$ cat config.mk
export PLATFORM = sky130hd
export DESIGN_NAME = quotient_bcd_conv
export DESIGN_NICKNAME = d
export VERILOG_FILES = /design/src/rtl/quotient_bcd_conv.sv
export SDC_FILE = /design/constraint.sdc
export NUM_CORES = 1
export LEC_CHECK = 0
export CORE_MARGIN = 5
export CORE_UTILIZATION = 60
export DETAILED_ROUTE_END_ITERATION = 16
export GPL_ROUTABILITY_DRIVEN = 0
export PLACE_DENSITY = 0.95
export SKIP_LAST_GASP = 1
export SLEW_MARGIN = 30
export SYNTH_ARGS = -nofsm -noshare
export SYNTH_HDL_FRONTEND = slang
export SYNTH_SLANG_ARGS = --single-unit
export TNS_END_PERCENT = 50
$ cat constraint.sdc
create_clock -name clk_i -period 4.1 [get_ports clk_i]
set_clock_uncertainty 0.1 [all_clocks]
set_input_delay 0.82 -clock clk_i [delete_from_list [all_inputs] [get_ports clk_i]]
set_output_delay 0.82 -clock clk_i [all_outputs]
set_load 0.02 [all_outputs]
$ cat src/rtl/quotient_bcd_conv.sv
// Sequential binary-to-BCD converter for a divider quotient (double-dabble, one bit per clock).
// Optional leading-zero blanking output is enabled by defining QUOT_BCD_BLANK_EN.
module quotient_bcd_conv #(
    parameter int N      = 32,
    parameter int DIGITS = 10
) (
    input  logic                clk_i,
    input  logic                rst_i,
    input  logic                valid_i,
    input  logic [N-1:0]        y_int_i,
    output logic                ready_o,
    output logic [4*DIGITS-1:0] bcd_o,
    output logic                valid_o,
    input  logic                ready_i,
`ifdef QUOT_BCD_BLANK_EN
    output logic [DIGITS-1:0]   blank_o,
`endif
    output logic [1:0]          dbg_state_o
);

    // Minimum digit count is ceil(N * log10(2)), evaluated in integer arithmetic.
    localparam int MIN_DIGITS = (N * 30103 + 99999) / 100000;
    localparam int CW         = $clog2(N + 1);

    generate
        if (DIGITS < MIN_DIGITS) begin : g_bad_digits
            $error("quotient_bcd_conv: DIGITS too small for N");
        end
    endgenerate

    typedef enum logic [1:0] {
        S_IDLE  = 2'd0,
        S_SHIFT = 2'd1,
        S_DONE  = 2'd2
    } state_t;

    state_t              r_state;
    state_t              w_next_state;
    logic [N-1:0]        r_op;
    logic [4*DIGITS-1:0] r_bcd;
    logic [4*DIGITS-1:0] r_bcd_out;
    logic [CW-1:0]       r_cnt;
    logic                r_ready;
    logic                r_valid;
    logic [4*DIGITS-1:0] w_adj;
    logic [4*DIGITS-1:0] w_shift_bcd;
    logic                w_accept;
    logic                w_last;

    // Handshake: input transfer when valid_i && ready_o, output transfer when valid_o && ready_i.
    assign w_accept = (r_state == S_IDLE) && valid_i;
    assign w_last   = (r_state == S_SHIFT) && (r_cnt == CW'(1));

    always_ff @(posedge clk_i or negedge rst_i) begin
        if (!rst_i) begin
            r_state <= S_IDLE;
        end else begin
            r_state <= w_next_state;
        end
    end

    always_comb begin
        w_next_state = r_state;
        case (r_state)
            S_IDLE:  if (valid_i) w_next_state = S_SHIFT;
            S_SHIFT: if (r_cnt == CW'(1)) w_next_state = S_DONE;
            S_DONE:  if (ready_i) w_next_state = S_IDLE;
            default: w_next_state = S_IDLE;
        endcase
    end

    always_comb begin
        w_adj = r_bcd;
        for (int d = 0; d < DIGITS; d++) begin
            if (r_bcd[4*d +: 4] >= 4'd5) begin
                w_adj[4*d +: 4] = r_bcd[4*d +: 4] + 4'd3;
            end
        end
        w_shift_bcd = (w_adj << 1) | {{(4*DIGITS-1){1'b0}}, r_op[N-1]};
    end

`ifdef QUOT_BCD_BLANK_EN
    logic [DIGITS-1:0] r_blank;
    logic [DIGITS-1:0] w_blank;
    logic              v_zero;

    // A digit blanks only when it and every more significant digit are zero.
    always_comb begin
        w_blank = '0;
        v_zero  = 1'b1;
        for (int k = DIGITS - 1; k >= 1; k--) begin
            v_zero     = v_zero && (w_shift_bcd[4*k +: 4] == 4'd0);
            w_blank[k] = v_zero;
        end
    end

    always_ff @(posedge clk_i or negedge rst_i) begin
        if (!rst_i) begin
            r_blank <= ~DIGITS'(1);
        end else if (w_last) begin
            r_blank <= w_blank;
        end
    end

    assign blank_o = r_blank;
`endif

    always_ff @(posedge clk_i or negedge rst_i) begin
        if (!rst_i) begin
            r_op      <= '0;
            r_bcd     <= '0;
            r_bcd_out <= '0;
            r_cnt     <= '0;
            r_ready   <= 1'b1;
            r_valid   <= 1'b0;
        end else begin
            if (w_accept) begin
                r_op  <= y_int_i;
                r_bcd <= '0;
                r_cnt <= CW'(N);
            end else if (r_state == S_SHIFT) begin
                r_op  <= r_op << 1;
                r_bcd <= w_shift_bcd;
                r_cnt <= r_cnt - CW'(1);
            end
            if (w_last) begin
                r_bcd_out <= w_shift_bcd;
            end
            r_ready <= (w_next_state == S_IDLE);
            r_valid <= (w_next_state == S_DONE);
        end
    end

    assign ready_o     = r_ready;
    assign valid_o     = r_valid;
    assign bcd_o       = r_bcd_out;
    assign dbg_state_o = r_state;

endmodule

# After elaboration in Yosys (flattened, before gate mapping)
# Cells that the tools add are included.
[word_totals] latchBits=0 in_bits=36 ff_bits=122 memories=0 word_cells=58 out_inout_bits=44 mem_bits_rw=0 rom_bits=0
[classes] mul=0 mux=20 n_eq_ne=4 n_shift=0 bitwise_logic=1 reduce_logical=5 addsub=11 div=0 magnitude_cmp=10
[op_table] operator="$mux W40" count=2
[op_table] operator="$mux W32" count=2
[op_table] operator="$ge A4 B3 Y1 const B" count=10
[op_table] operator="$or A40 B1 Y40" count=1
[op_table] operator="$add A4 B2 Y4 const B" count=9
[op_table] operator="$mux W4" count=9
[op_table] operator="$mux W6" count=2
[op_table] operator="$eq A6 B1 Y1 const B" count=1
[op_table] operator="$mux W2" count=3
[op_table] operator="$pmux W2 S3" count=1
[op_table] operator="$sub A6 B1 Y6 const B" count=1
[op_table] operator="$eq A2 B2 Y1 const B" count=2
[op_table] operator="$logic_not A2 Y1" count=2
[op_table] operator="$add A3 B2 Y3 const B" count=1
[op_table] operator="$mux W3" count=1
[op_table] operator="$eq A2 B1 Y1 const B" count=1
[op_table] operator="$logic_and A1 B1 Y1" count=2
[op_table] operator="$reduce_bool A2 Y1" count=1

# Longest topological paths before layout
[logic_depth] ltp_word=5 mapped_depth=7 depth_no_buf=6

# Worst setup path after synthesis
# No wires, ideal clock.
[synth_path] path_type="register to register" start="register r_state[0] (netlist: dbg_state_o[0])" end="register r_bcd_out[10] (netlist: bcd_o[10])" arrival_ns=1.514 setup_time_ns=0.125 required_ns=3.875 path_buffers=3 setup_slack_ns=2.361 path_stages_with_launch=7 period_less_slack_ns=1.739 path_cell_list="dfrtp_1 buf_4 nor2b_1 buf_4 nand4b_4 buf_6 mux2_4"
[synth_between] elab_chain_len=2
[synth_lines] element="from (decl)" line_no="37" rtl="state_t r_state;"
[synth_lines] element="from (signal assigned)" line_no="58" rtl="r_state <= w_next_state;"
[synth_lines] element="$eq A2 B1 Y1" line_no="52" rtl="assign w_last = (r_state == S_SHIFT) && (r_cnt == CW'(1));"
[synth_lines] element="$logic_and A1 B1 Y1" line_no="52"
[synth_lines] element="to (signal assigned)" line_no="127" rtl="r_bcd_out <= w_shift_bcd;"
[synth_lines] element="to (decl)" line_no="41" rtl="logic [4*DIGITS-1:0] r_bcd_out;"
# No other way between the ends.
# A chain may end at the register's enable or synchronous reset.

# Worst setup path after layout
[layout_path] start="register r_state[0] (netlist: dbg_state_o[0])" end="output port dbg_state_o[0]"
[layout_lines] element="to (decl)" line_no="18" rtl="output logic [1:0] dbg_state_o"
# No word-level cell between the ends.

==> metrics.txt <==
Ys Warns=0; setup repair bufs after CTS=0; Slew @ Worst Pin=0.784 ns; Top Ports=80; H-tree levels=4; layout cells sized above 1=9.75%; GRT overflow=0; Die X=110 um; ANT cells=0; CP Max Fanout=24; core area=9770 um2; ys async rst share=100%; FMAX=333 MHz; fin crit share=73.3%; CP bufs+invs=1; clk_lat worst skew=0.54 ns; routed len/inst=20.9 um; cell internal pwr=4100 uW; pwr dens=926 nW/um2; max-slew violations=0; total track usage=28.7%; status=completed; unrepaired setup endpoints after global routing=no; Tot Pwr=6940 uW; hold buffers post-CTS=0; Max-cap violations=0; hold crit path type=input pin to async pin; reg2reg path depth=5; area of the multi-input gates=2740 um2; Comb pwr share=45.7%; number of flops mapped to enable cells by yosys=0; Top delay family on crit path=flip-flops; cell area after layout=7490 um2; Detailed Place HPWL=9110 um; Area growth syn-to-layout=24.5%; Pre-Repair DR Iteration Count=8; CP Depth=1; CP Launch Type=register; normalized max-slew margin=47.7%; mean post-synth cell area=10.4 um2; CP arrival=2.08 ns; Post-Synthesis Cells=580; Antenna Nets Post-Route=0; Worst path max stage delay=0.80 ns; # DRC=0; Reg2Reg Setup Slack=1.36 ns; cts repair resizes=0; vias in the first global route=5237; Iteration-0 DRC Markers=653; post-synthesis cell type count=34; CTS tree=done; final wirelength=16700 um; Critical Path Slowest Stage Cell=dfrtp_1; Via-to-Cell Ratio=6.48; clock share of power=21.3%; kind of critical path=register to output pin; setup_tns=0 ns; Clk pin slew, worst setup/hold paths=0.06 ns; Via Count=5186; clock tree root buffer cell=clkbuf_8; FILL cells=553; share of power burned in registers=33.1%; post-synthesis sequential area ratio=50.8%; pin count of the biggest net entering global routing=64; Max clock buf depth=2; worst slack, placed=1.11 ns; initial antenna violation count=0; synthesized cell area=6010 um2; initial core utilization=61.5%; fin cells=800; CP Capture Type=output pin; Sw Share=41.0%; top_reg_cell synth=dfrtp_1; Die Height=110 um; min Tclk post-route=3.00 ns; FF+latch count, synth=122; crit path from=dbg_state_o[0]; total CTS buffers=17; first-pass GRT wire length=26400 um; Final nets=713; Critical Path RT=3.18 ns; dpl cell area=6910 um2; final setup fails=0; num rows=36; worst path cell trace=clkdlybuf4s50_1; Die ar.=12100 um2; Psw=2840 uW; area occupied by registers=3050 um2; setup ws final=1.10 ns; worst ir drop on vdd=590 uV; LEAKAGE=0.00340 uW; I/O Buffers=79; Critical R2R Launch=dbg_state_o[0]; clock sink count=122; Cell Count Post-Placement=768; Final Hold Viols=0; Post-Syn Nets=638
[path summary, 6_finish.rpt]
kind                                        to
max in group asynchronous              ready_o
worst max-delay path            dbg_state_o[0]
worst min register to register        bcd_o[4]
min in group clk_i                    bcd_o[4]
worst max register to register        r_cnt[4]
worst min-delay path                   r_op[5]
[cell type report]
class,count,share of cell area (%)
clock inverter,9,1.64
clock buffer,22,5.91
sequential,122,40.8
tap,133,2.22
multi-input combinational,402,36.6
inverter,23,1.15
timing repair buffer,89,11.7
[flip-flops by register name (all words and copies together) (netlist names)]
register and count:
r_op 32, r_cnt 6, valid_o 1, bcd_o 40
dbg_state_o 2, ready_o 1, r_bcd 40
[cell usage after synthesis, types with 2 or more instances]
| master | number | area, um2 |
|---|---|---|
| dfrtp_1 | 121 | 3030 |
| o21ai_0 | 80 | 400 |
| a21oi_1 | 60 | 300 |
| nand2_1 | 46 | 173 |
| nor2b_1 | 33 | 206 |
| a22oi_1 | 31 | 233 |
| clkbuf_1 | 26 | 97.6 |
| inv_1 | 23 | 86.3 |
| ha_1 | 22 | 275 |
| a22o_1 | 21 | 184 |
| mux2_4 | 20 | 300 |
| nor3b_1 | 19 | 143 |
| nand2b_1 | 12 | 75.1 |
| nand3_1 | 12 | 60.1 |
| xnor2_1 | 11 | 96.3 |
| mux2i_1 | 10 | 100 |
| nor3_1 | 10 | 50.1 |
| o21ai_1 | 4 | 20.0 |
| buf_2 | 2 | 10.0 |
| buf_4 | 2 | 15.0 |
| buf_6 | 2 | 22.5 |
[logic make-up after synthesis]
family	Yosys count	share of synthesized area (%)
buf+inv	56	3.91
xor+xnor	11	1.60
flops	122	50.8
fa+ha+maj	22	4.58
mux	31	6.84
compound gates	199	19.4
simple gates	139	12.9
[placed cells by master (no fill, tap or decap), types with 16 or more instances in the layout]
cell type and instances:
inv_1 23, nor3b_1 19, a22oi_1 31, a21oi_1 60, ha_1 22, dfrtp_1 121, o21ai_0 80, clkbuf_16 16
nand2_1 46, mux2_4 20, nor2b_1 31, clkdlybuf4s50_1 78, a22o_1 21
[layer usage]
| layer | part of all wire, % | up-vias | routed length [um] | track usage (%) |
|---|---|---|---|---|
| met3 | 7.5 | 98 | 1260 | 8.50 |
| met4 | 5.3 | 0 | 891 | 14.5 |
| li1 | - | 2214 | - | - |
| met2 | 51 | 340 | 8500 | 48.1 |
| met1 | 36 | 2534 | 6060 | 33.6 |
| met5 | 0 | - | 0 | 0 |
[through the flow]
stage | utilization (%) | hold slack [ns]
after floorplan | - | 0.351
after global placement | 70.6 | 0.366
after detailed placement | 70.6 | 0.376
after CTS | 76.4 | 0.286
after global routing | 76.6 | 0.331
final | 76.6 | 0.257
[power by group through the flow]
stage          Combinational [uW]  Sequential (uW)  Clock (uW)
3_5_place_dp                 2960             2250           0
2_1_floorplan                1830             2350           0
5_1_grt                      3390             2350        1520
3_3_place_gp                 2770             2200           0
6_report                     3170             2300        1470
4_1_cts                      3120             2260        1470
(Power assumes the default switching activity.)
